$ cat config.mk
export PLATFORM = sky130hd
export DESIGN_NAME = eeprom_burst_reader
export DESIGN_NICKNAME = d
export VERILOG_FILES = /design/src/rtl/eeprom_pkg.sv /design/src/rtl/eeprom_burst_reader.sv
export SDC_FILE = /design/constraint.sdc
export NUM_CORES = 1
export LEC_CHECK = 0
export CAP_MARGIN = 10
export CORE_AREA = 2 2 91 115
export CTS_CLUSTER_SIZE = 16
export DETAILED_ROUTE_END_ITERATION = 10
export DIE_AREA = 0 0 93 117
export SLEW_MARGIN = 25
export SYNTH_ARGS = -nofsm -noshare
export SYNTH_HDL_FRONTEND = slang
export SYNTH_SLANG_ARGS = --single-unit
export TNS_END_PERCENT = 20
$ cat constraint.sdc
create_clock -name clk -period 1.97 [get_ports clk]
set_input_delay 0.591 -clock clk [delete_from_list [all_inputs] [get_ports clk]]
set_output_delay 0.591 -clock clk [all_outputs]
set_load 0.005 [all_outputs]
$ cat src/rtl/eeprom_pkg.sv
// Shared constants and FSM encoding for the EEPROM burst reader.
package eeprom_pkg;

  localparam int unsigned ADDR_W_DEF        = 16;
  localparam int unsigned DATA_W_DEF        = 8;
  localparam int unsigned LEN_W_DEF         = 8;
  localparam int unsigned ACCESS_CYCLES_DEF = 3;

  // Wait counter is wide enough for the largest access time (15).
  localparam int unsigned WAIT_W = 4;

  localparam logic [1:0] ST_IDLE  = 2'd0;
  localparam logic [1:0] ST_SETUP = 2'd1;
  localparam logic [1:0] ST_WAIT  = 2'd2;
  localparam logic [1:0] ST_RESP  = 2'd3;

  typedef enum logic [1:0] {
    S_IDLE  = ST_IDLE,
    S_SETUP = ST_SETUP,
    S_WAIT  = ST_WAIT,
    S_RESP  = ST_RESP
  } state_e;

endpackage

$ cat src/rtl/eeprom_burst_reader.sv
// Sequences a parallel EEPROM through a burst of consecutive byte reads and
// streams the captured bytes out on a valid/ready interface.
module eeprom_burst_reader
  import eeprom_pkg::*;
#(
  parameter int unsigned ADDR_W        = ADDR_W_DEF,
  parameter int unsigned DATA_W        = DATA_W_DEF,
  parameter int unsigned LEN_W         = LEN_W_DEF,
  parameter int unsigned ACCESS_CYCLES = ACCESS_CYCLES_DEF
) (
  input  logic              clk,
  input  logic              rst_n,
  input  logic              req_valid,
  output logic              req_ready,
  input  logic [ADDR_W-1:0] req_addr,
  input  logic [LEN_W-1:0]  req_len,
  output logic              ee_cs_n,
  output logic              ee_oe_n,
  output logic [ADDR_W-1:0] ee_addr,
  input  logic [DATA_W-1:0] ee_data,
  output logic              out_valid,
  input  logic              out_ready,
  output logic [DATA_W-1:0] out_data,
  output logic              out_last,
  output logic              busy,
  output logic              done
);

  state_e              state_q, state_d;
  logic [ADDR_W-1:0]   addr_q, addr_d;
  logic [LEN_W-1:0]    rem_q, rem_d;
  logic [WAIT_W-1:0]   wait_q, wait_d;
  logic                cs_n_d, oe_n_d, out_valid_d, out_last_d, done_d;
  logic [ADDR_W-1:0]   ee_addr_d;
  logic [DATA_W-1:0]   out_data_d;

  // Next-state and next-output computation; every output is registered below.
  always_comb begin
    state_d     = state_q;
    addr_d      = addr_q;
    rem_d       = rem_q;
    wait_d      = wait_q;
    cs_n_d      = ee_cs_n;
    oe_n_d      = ee_oe_n;
    ee_addr_d   = ee_addr;
    out_valid_d = out_valid;
    out_data_d  = out_data;
    out_last_d  = out_last;
    done_d      = 1'b0;

    unique case (state_q)
      S_IDLE: begin
        if (req_valid && req_ready) begin
          addr_d = req_addr;
          rem_d  = req_len;
          if (req_len == '0) begin
            done_d = 1'b1;
          end else begin
            state_d   = S_SETUP;
            cs_n_d    = 1'b0;
            oe_n_d    = 1'b1;
            ee_addr_d = req_addr;
          end
        end
      end
      S_SETUP: begin
        state_d = S_WAIT;
        oe_n_d  = 1'b0;
        wait_d  = WAIT_W'(ACCESS_CYCLES - 1);
      end
      S_WAIT: begin
        // ee_data is only ever sampled here, with ee_oe_n low for the full access time.
        if (wait_q == '0) begin
          state_d     = S_RESP;
          out_data_d  = ee_data;
          out_valid_d = 1'b1;
          out_last_d  = (rem_q == LEN_W'(1));
          cs_n_d      = 1'b1;
          oe_n_d      = 1'b1;
        end else begin
          wait_d = wait_q - WAIT_W'(1);
        end
      end
      S_RESP: begin
        if (out_ready) begin
          out_valid_d = 1'b0;
          out_last_d  = 1'b0;
          rem_d       = rem_q - LEN_W'(1);
          addr_d      = addr_q + ADDR_W'(1);
          if (rem_q == LEN_W'(1)) begin
            state_d = S_IDLE;
            done_d  = 1'b1;
          end else begin
            state_d   = S_SETUP;
            cs_n_d    = 1'b0;
            ee_addr_d = addr_q + ADDR_W'(1);
          end
        end
      end
      default: state_d = S_IDLE;
    endcase
  end

  // State, counters and registered outputs; async reset deselects the EEPROM at once.
  always_ff @(posedge clk or negedge rst_n) begin
    if (!rst_n) begin
      state_q   <= S_IDLE;
      addr_q    <= '0;
      rem_q     <= '0;
      wait_q    <= '0;
      ee_cs_n   <= 1'b1;
      ee_oe_n   <= 1'b1;
      ee_addr   <= '0;
      out_valid <= 1'b0;
      out_data  <= '0;
      out_last  <= 1'b0;
      done      <= 1'b0;
      busy      <= 1'b0;
      req_ready <= 1'b1;
    end else begin
      state_q   <= state_d;
      addr_q    <= addr_d;
      rem_q     <= rem_d;
      wait_q    <= wait_d;
      ee_cs_n   <= cs_n_d;
      ee_oe_n   <= oe_n_d;
      ee_addr   <= ee_addr_d;
      out_valid <= out_valid_d;
      out_data  <= out_data_d;
      out_last  <= out_last_d;
      done      <= done_d;
      busy      <= (state_d != S_IDLE);
      req_ready <= (state_d == S_IDLE);
    end
  end

endmodule
### Yosys cells after proc, flatten, opt, wreduce, memory -nomap -nowiden

Index checks and enable logic that the tools add are counted.

| word-level totals | value |
|---|---|
| bits in registers | 61 |
| input bits | 36 |
| output and inout port bits | 31 |
| word-level logic and storage cells | 81 |

| operators by class | value |
|---|---|
| add/sub/neg operators | 3 |
| equality and inequality tests | 10 |
| mux-type cells | 37 |
| reductions and logical operators | 18 |

Operators by type and width:

| operator | count |
|---|---|
| 2-to-1 mux 16 bit | 6 |
| one-hot mux 16 bit (2 select lines) | 2 |
| adder 16 x 1 -> 16 bit (second input constant) | 1 |
| 2-to-1 mux 8 bit | 2 |
| one-hot mux 8 bit (2 select lines) | 1 |
| 2-to-1 mux 1 bit | 14 |
| inequality test 2 bit (second input constant) | 6 |
| equality test 8 x 1 -> 1 bit (second input constant) | 1 |
| zero test 8 bit | 1 |
| 2-to-1 mux 2 bit | 4 |
| one-hot mux 2 bit (4 select lines) | 1 |
| one-hot mux 4 bit (2 select lines) | 1 |
| nonzero test 2 bit | 4 |
| subtractor 8 x 1 -> 8 bit (second input constant) | 1 |
| one-hot mux 1 bit (2 select lines) | 3 |
| one-hot mux 1 bit (3 select lines) | 2 |
| AND reduction 3 bit | 2 |
| AND reduction 6 bit | 1 |
| nonzero test 3 bit | 2 |
| AND reduction 5 bit | 1 |
| equality test 2 bit (second input constant) | 2 |
| zero test 2 bit | 2 |
| zero test 4 bit | 1 |
| 2-to-1 mux 4 bit | 1 |
| other kinds (5) | 6 |

### Depth between registers and ports, before layout

Gate-level depths: netlist of the first run.

| logic depth | value |
|---|---|
| word-level depth | 5 |
| depth in mapped cells | 8 |
| depth with buffers taken out | 7 |

### Worst setup path after synthesis of the first run

OpenSTA, ideal clock, no wires.

| path | value |
|---|---|
| path kind | flip-flop to flip-flop |
| from | register state_q[0] |
| to | register addr_q[5] |
| library setup time | 0.128 ns |
| data arrival time | 1.795 ns |
| data required time | 1.842 ns |
| setup slack | 0.048 ns |
| stages on the path, launching flop included | 7 |
| path buffers | 2 |
| period minus slack after synthesis | 1.922 ns |
| cells stage by stage | dfrtp_1 ha_1 buf_2 nor2b_4 a211oi_4 buf_2 mux2_1 |

| between the ends | value |
|---|---|
| cells in the longest elaborated chain, start to end | 3 |
| elaborated cells on any way between the ends | 7 |
| those cells by class | eq/ne (3); mux (1); reduce/logical (3) |

RTL lines:

| what | line | text |
|---|---|---|
| start: declaration | eeprom_burst_reader.sv:29 | `state_e state_q, state_d;` |
| start signal: assignment | eeprom_burst_reader.sv:121 | `state_q <= state_d;` |
| equality test 2 bit or zero test 2 bit (tied branches) | eeprom_burst_reader.sv:51 | `unique case (state_q)` |
| inequality test 2 bit (no source line) or nonzero test 2 bit (tied branches) | n/a |  |
| AND reduction 3 bit (no source line) | n/a |  |
| end signal: assignment | eeprom_burst_reader.sv:122 | `addr_q <= addr_d;` |
| end: declaration | eeprom_burst_reader.sv:30 | `logic [ADDR_W-1:0] addr_q, addr_d;` |

Several ways; a longest one is shown, not always the timed one.
A chain may end at the register's enable or synchronous reset.

### Worst setup path in the final report of the first run

| path | value |
|---|---|
| from | input out_ready |
| to | register rem_q[6] |

| between the ends | value |
|---|---|
| cells in the longest elaborated chain, start to end | 2 |

RTL lines:

| what | line | text |
|---|---|---|
| start: declaration | eeprom_burst_reader.sv:22 | `input logic out_ready,` |
| inequality test 2 bit (no source line) | n/a |  |
| AND reduction 3 bit (no source line) | n/a |  |
| end signal: assignment | eeprom_burst_reader.sv:123 | `rem_q <= rem_d;` |
| end: declaration | eeprom_burst_reader.sv:31 | `logic [LEN_W-1:0] rem_q, rem_d;` |

No other way between the ends.

==> results of run 1 <==
==> power by group through the flow <==
| stage | Sequential (W) | Clock (W) | Combinational (W) |
|---|---|---|---|
| 2_1_floorplan | 0.00236 | 0 | 0.00259 |
| 3_3_place_gp | 0.00249 | 0 | 0.00415 |
| 3_5_place_dp | 0.00250 | 0 | 0.00423 |
| 4_1_cts | 0.00250 | 0.00174 | 0.00432 |
| 5_1_grt | 0.00260 | 0.00182 | 0.00485 |
| 6_report | 0.00250 | 0.00170 | 0.00438 |
==> sequential cells by signal (all words and copies together) (netlist names) <==
register   flops
busy           1
rem_q          8
addr_q        16
out_last       1
done           1
ee_addr       16
req_ready      1
ee_oe_n        1
ee_cs_n        1
out_data       8
wait_q         4
state_q        2
out_valid      1
==> per-stage QoR <==
step	instance area [um2]	instances	TNS (ns)	hold slack, ns
2_1_floorplan	3380	345	0	0.295
3_3_place_gp	4450	562	-15.93	0.469
3_5_place_dp	4450	562	-16.50	0.475
4_1_cts	4830	578	-0.0245	0.280
5_1_grt	4900	582	-0.102	0.299
6_report	4900	582	0	0.267
==> per-layer routing <==
layer / vias up / track usage (%) / part of all wire (%)
li1: 1465 / - / -
met1: 1383 / 19.7 / 44
met2: 63 / 27.5 / 49
met3: 12 / 3.52 / 4.1
met4: 0 / 7.65 / 2.3
met5: - / 0 / 0
==> final timing paths <==
| path | from | end | slack [ns] | cells after the start |
|---|---|---|---|---|
| max | out_ready | rem_q[6] | 0.08 | 7 |
| min | rst_n | ee_addr[14] | 0.27 | 2 |
| max reg2reg | rem_q[1] | ee_addr[12] | 0.09 | 7 |
| min reg2reg | ee_addr[11] | ee_addr[11] | 0.48 | 2 |
| max in group asynchronous | rst_n | req_ready | 1.38 | 2 |
| min in group clk | ee_addr[11] | ee_addr[11] | 0.48 | 2 |
==> cell usage in the layout (no fill, tap or decap), drive strengths merged, types with 3 or more instances in the layout <==
master / instances
clkbuf: 12
mux2: 18
mux2i: 5
or3: 3
clkinv: 3
buf: 45
nand4: 5
nor2b: 4
ha: 10
nand3: 14
nor3b: 3
nand2: 34
a211oi: 5
nor2: 28
dlymetal6s2s: 10
nor4bb: 3
xnor2: 8
o21ai: 31
clkdlybuf4s50: 54
dfstp: 3
nor3: 7
dfrtp: 58
nor4: 9
a21oi: 25
o31ai: 4
o22ai: 8
xor2: 7
inv: 12
==> area by class of cell <==
| class | instances | area [um2] |
|---|---|---|
| clock buffers | 12 | 256 |
| clock inverters | 4 | 70.1 |
| fillers | 912 | 4940 |
| inverters | 13 | 48.8 |
| multi-input cells | 253 | 1780 |
| flip-flops and latches | 61 | 1530 |
| well taps | 129 | 161 |
| repair buffers | 110 | 1060 |
==> cell families after synthesis <==
family | share of synthesized area (%)
buf+inv | 3.89
mux | 7.48
fa+ha+maj | 3.70
compound gates | 16.7
simple gates | 19.1
flops | 45.3
xor+xnor | 3.89
==> what timing repair did <==
action                                  in CTS  in global routing
pin swaps                                    1                  5
endpoints found under the setup margin      24                 36
cloned                                       0                  2
buffers inserted                             0                  2
gates resized for setup                     10                 18
==> worst reg2reg max path: cells and delay by family, from the launching register on <==
kind            cells  cell delay (ns)
simple gates        2             0.51
buf+inv             1             0.10
flops               1             0.39
compound gates      2             0.25
fa+ha+maj           1             0.18
mux                 1             0.33
==> flow_summary.ini, run 1 <==
[drt]
num_vias = 2923
ant_nets = 0
dr.pass1.iters = 4
route.detailed.drc = 0
drtIter0Drc = 76
viasPerCell = 5.02
routed_wl_um = 8470
wl_per_cell_um = 14.6

[place]
place_ws_ns = -0.521
port_buffers = 66
dp_hpwl_um = 6170
gp_congestion = 0.856

[worst_setup_path]
cp.required_ns = 2.23
worstSetupPathType = in2reg
cp-end-kind = flip-flop
cp.arrival_ns = 2.16
cp_slowest_stage_delay_ns = 0.54
slowest_stage = clkdlybuf4s50_1
path_max_fanout = 6
start_kind = input pin
path_buf_inv = 2
crit_family = compound AO/OA/AOI/OAI gates
worstPathCellList = clkdlybuf4s50_1, nor2b_4, a211oi_4, buf_4, a31oi_1, a311oi_1, a221o_1

[synth]
seq_area_frac_synth_pct = 45.3
netlist_instances = 345
syn_avg_cell_area_um2 = 9.80
yosys.area.top_type = dfrtp_1
yosys.area.top_type_share_pct = 42.9
synth_ff_type = dfrtp_1
synth.area.top_cells = dfrtp_1 43%, mux2_2 4.0%, a21oi_1 3.7%
yosysWarningCount = 0
synth_edf_count = 0
yosysMostFrequentCell = dfrtp_1
synthTopCellsByCount = 58 x dfrtp_1, 33 x nand2_1, 27 x nor2_1, 25 x a21oi_1, 19 x o21ai_0
syn_nets = 391
async_flop_share_pct = 100
synth.ff_latch_count = 61
syn_area_um2 = 3380
yosysUniqueCellTypes = 54

[pwr]
pwr_density_cell_nw_per_um2 = 1750
p_sw_w = 0.00322
switching_share_pct = 37.5
combPwrFrac_pct = 51.0
power.leakage_nw = 2.11
p_int_w = 0.00537
p_total_w = 0.00858
peakVddDrop_uv = 787
p_seq_share_pct = 29.2
clkPwrFrac_pct = 19.8

[clock_network]
cts_inserted_buffers = 9
cts_hold_buf = 0
clock-sinks = 61
cts_max_level = 3
clk_pin_slew_ns = 0.05
clk_latency_ns = 0.33
clockBufferDepth = 2
cts_tree = yes
root_buffer = clkbuf_16

[global_route]
grt_pass1_vias = 2850
grtUsageTotal_pct = 16.2
antenna_found_initial = 0
grt.overflow.total = 0
grt_start_max_net_pins = 62
grt_pass1_wl_um = 13700

[sta]
fin_crit_sh_pct = 96.1
worst_clock_skew_ns = 0.00889
fmax_mhz = 528
setup_violations = 0
slew_headroom_pct = 66.7
finalWorstPathRequiredPeriod_ns = 1.89
setup_slack_ns = 0.0768
worst_slew_pin_slew_ns = 0.499
hold_viol_final = 0
drv_slew = 0

[floorplanning]
die_x_um = 93
fp-row-count = 41
coreArea_um2 = 9850
die_area_um2 = 10900
die-height_um = 117
initial_utilization_pct = 34.3
io-pin-count = 67

[min_path]
min_path_type = in2async

[finish]
final_util_pct = 49.8
drive_gt1_share_pct = 22.3
num_antenna_cells = 0
layout.nets = 494
area_delta_synth_final_pct = 45.1

[flow_run]
cap_violations = 0

[outcome]
status = finished, final reports clean
(Power assumes the default switching activity.)
==> run 2, diff against run 1 <==
--- a/config.mk
+++ b/config.mk
@@ -10,6 +10,7 @@
 export CTS_CLUSTER_SIZE = 16
 export DETAILED_ROUTE_END_ITERATION = 10
 export DIE_AREA = 0 0 93 117
+export HOLD_SLACK_MARGIN = 0.05
 export SLEW_MARGIN = 25
 export SYNTH_ARGS = -nofsm -noshare
 export SYNTH_HDL_FRONTEND = slang
==> results of run 2 <==
Final layout, timing and power as in run 1 (identical DEF).
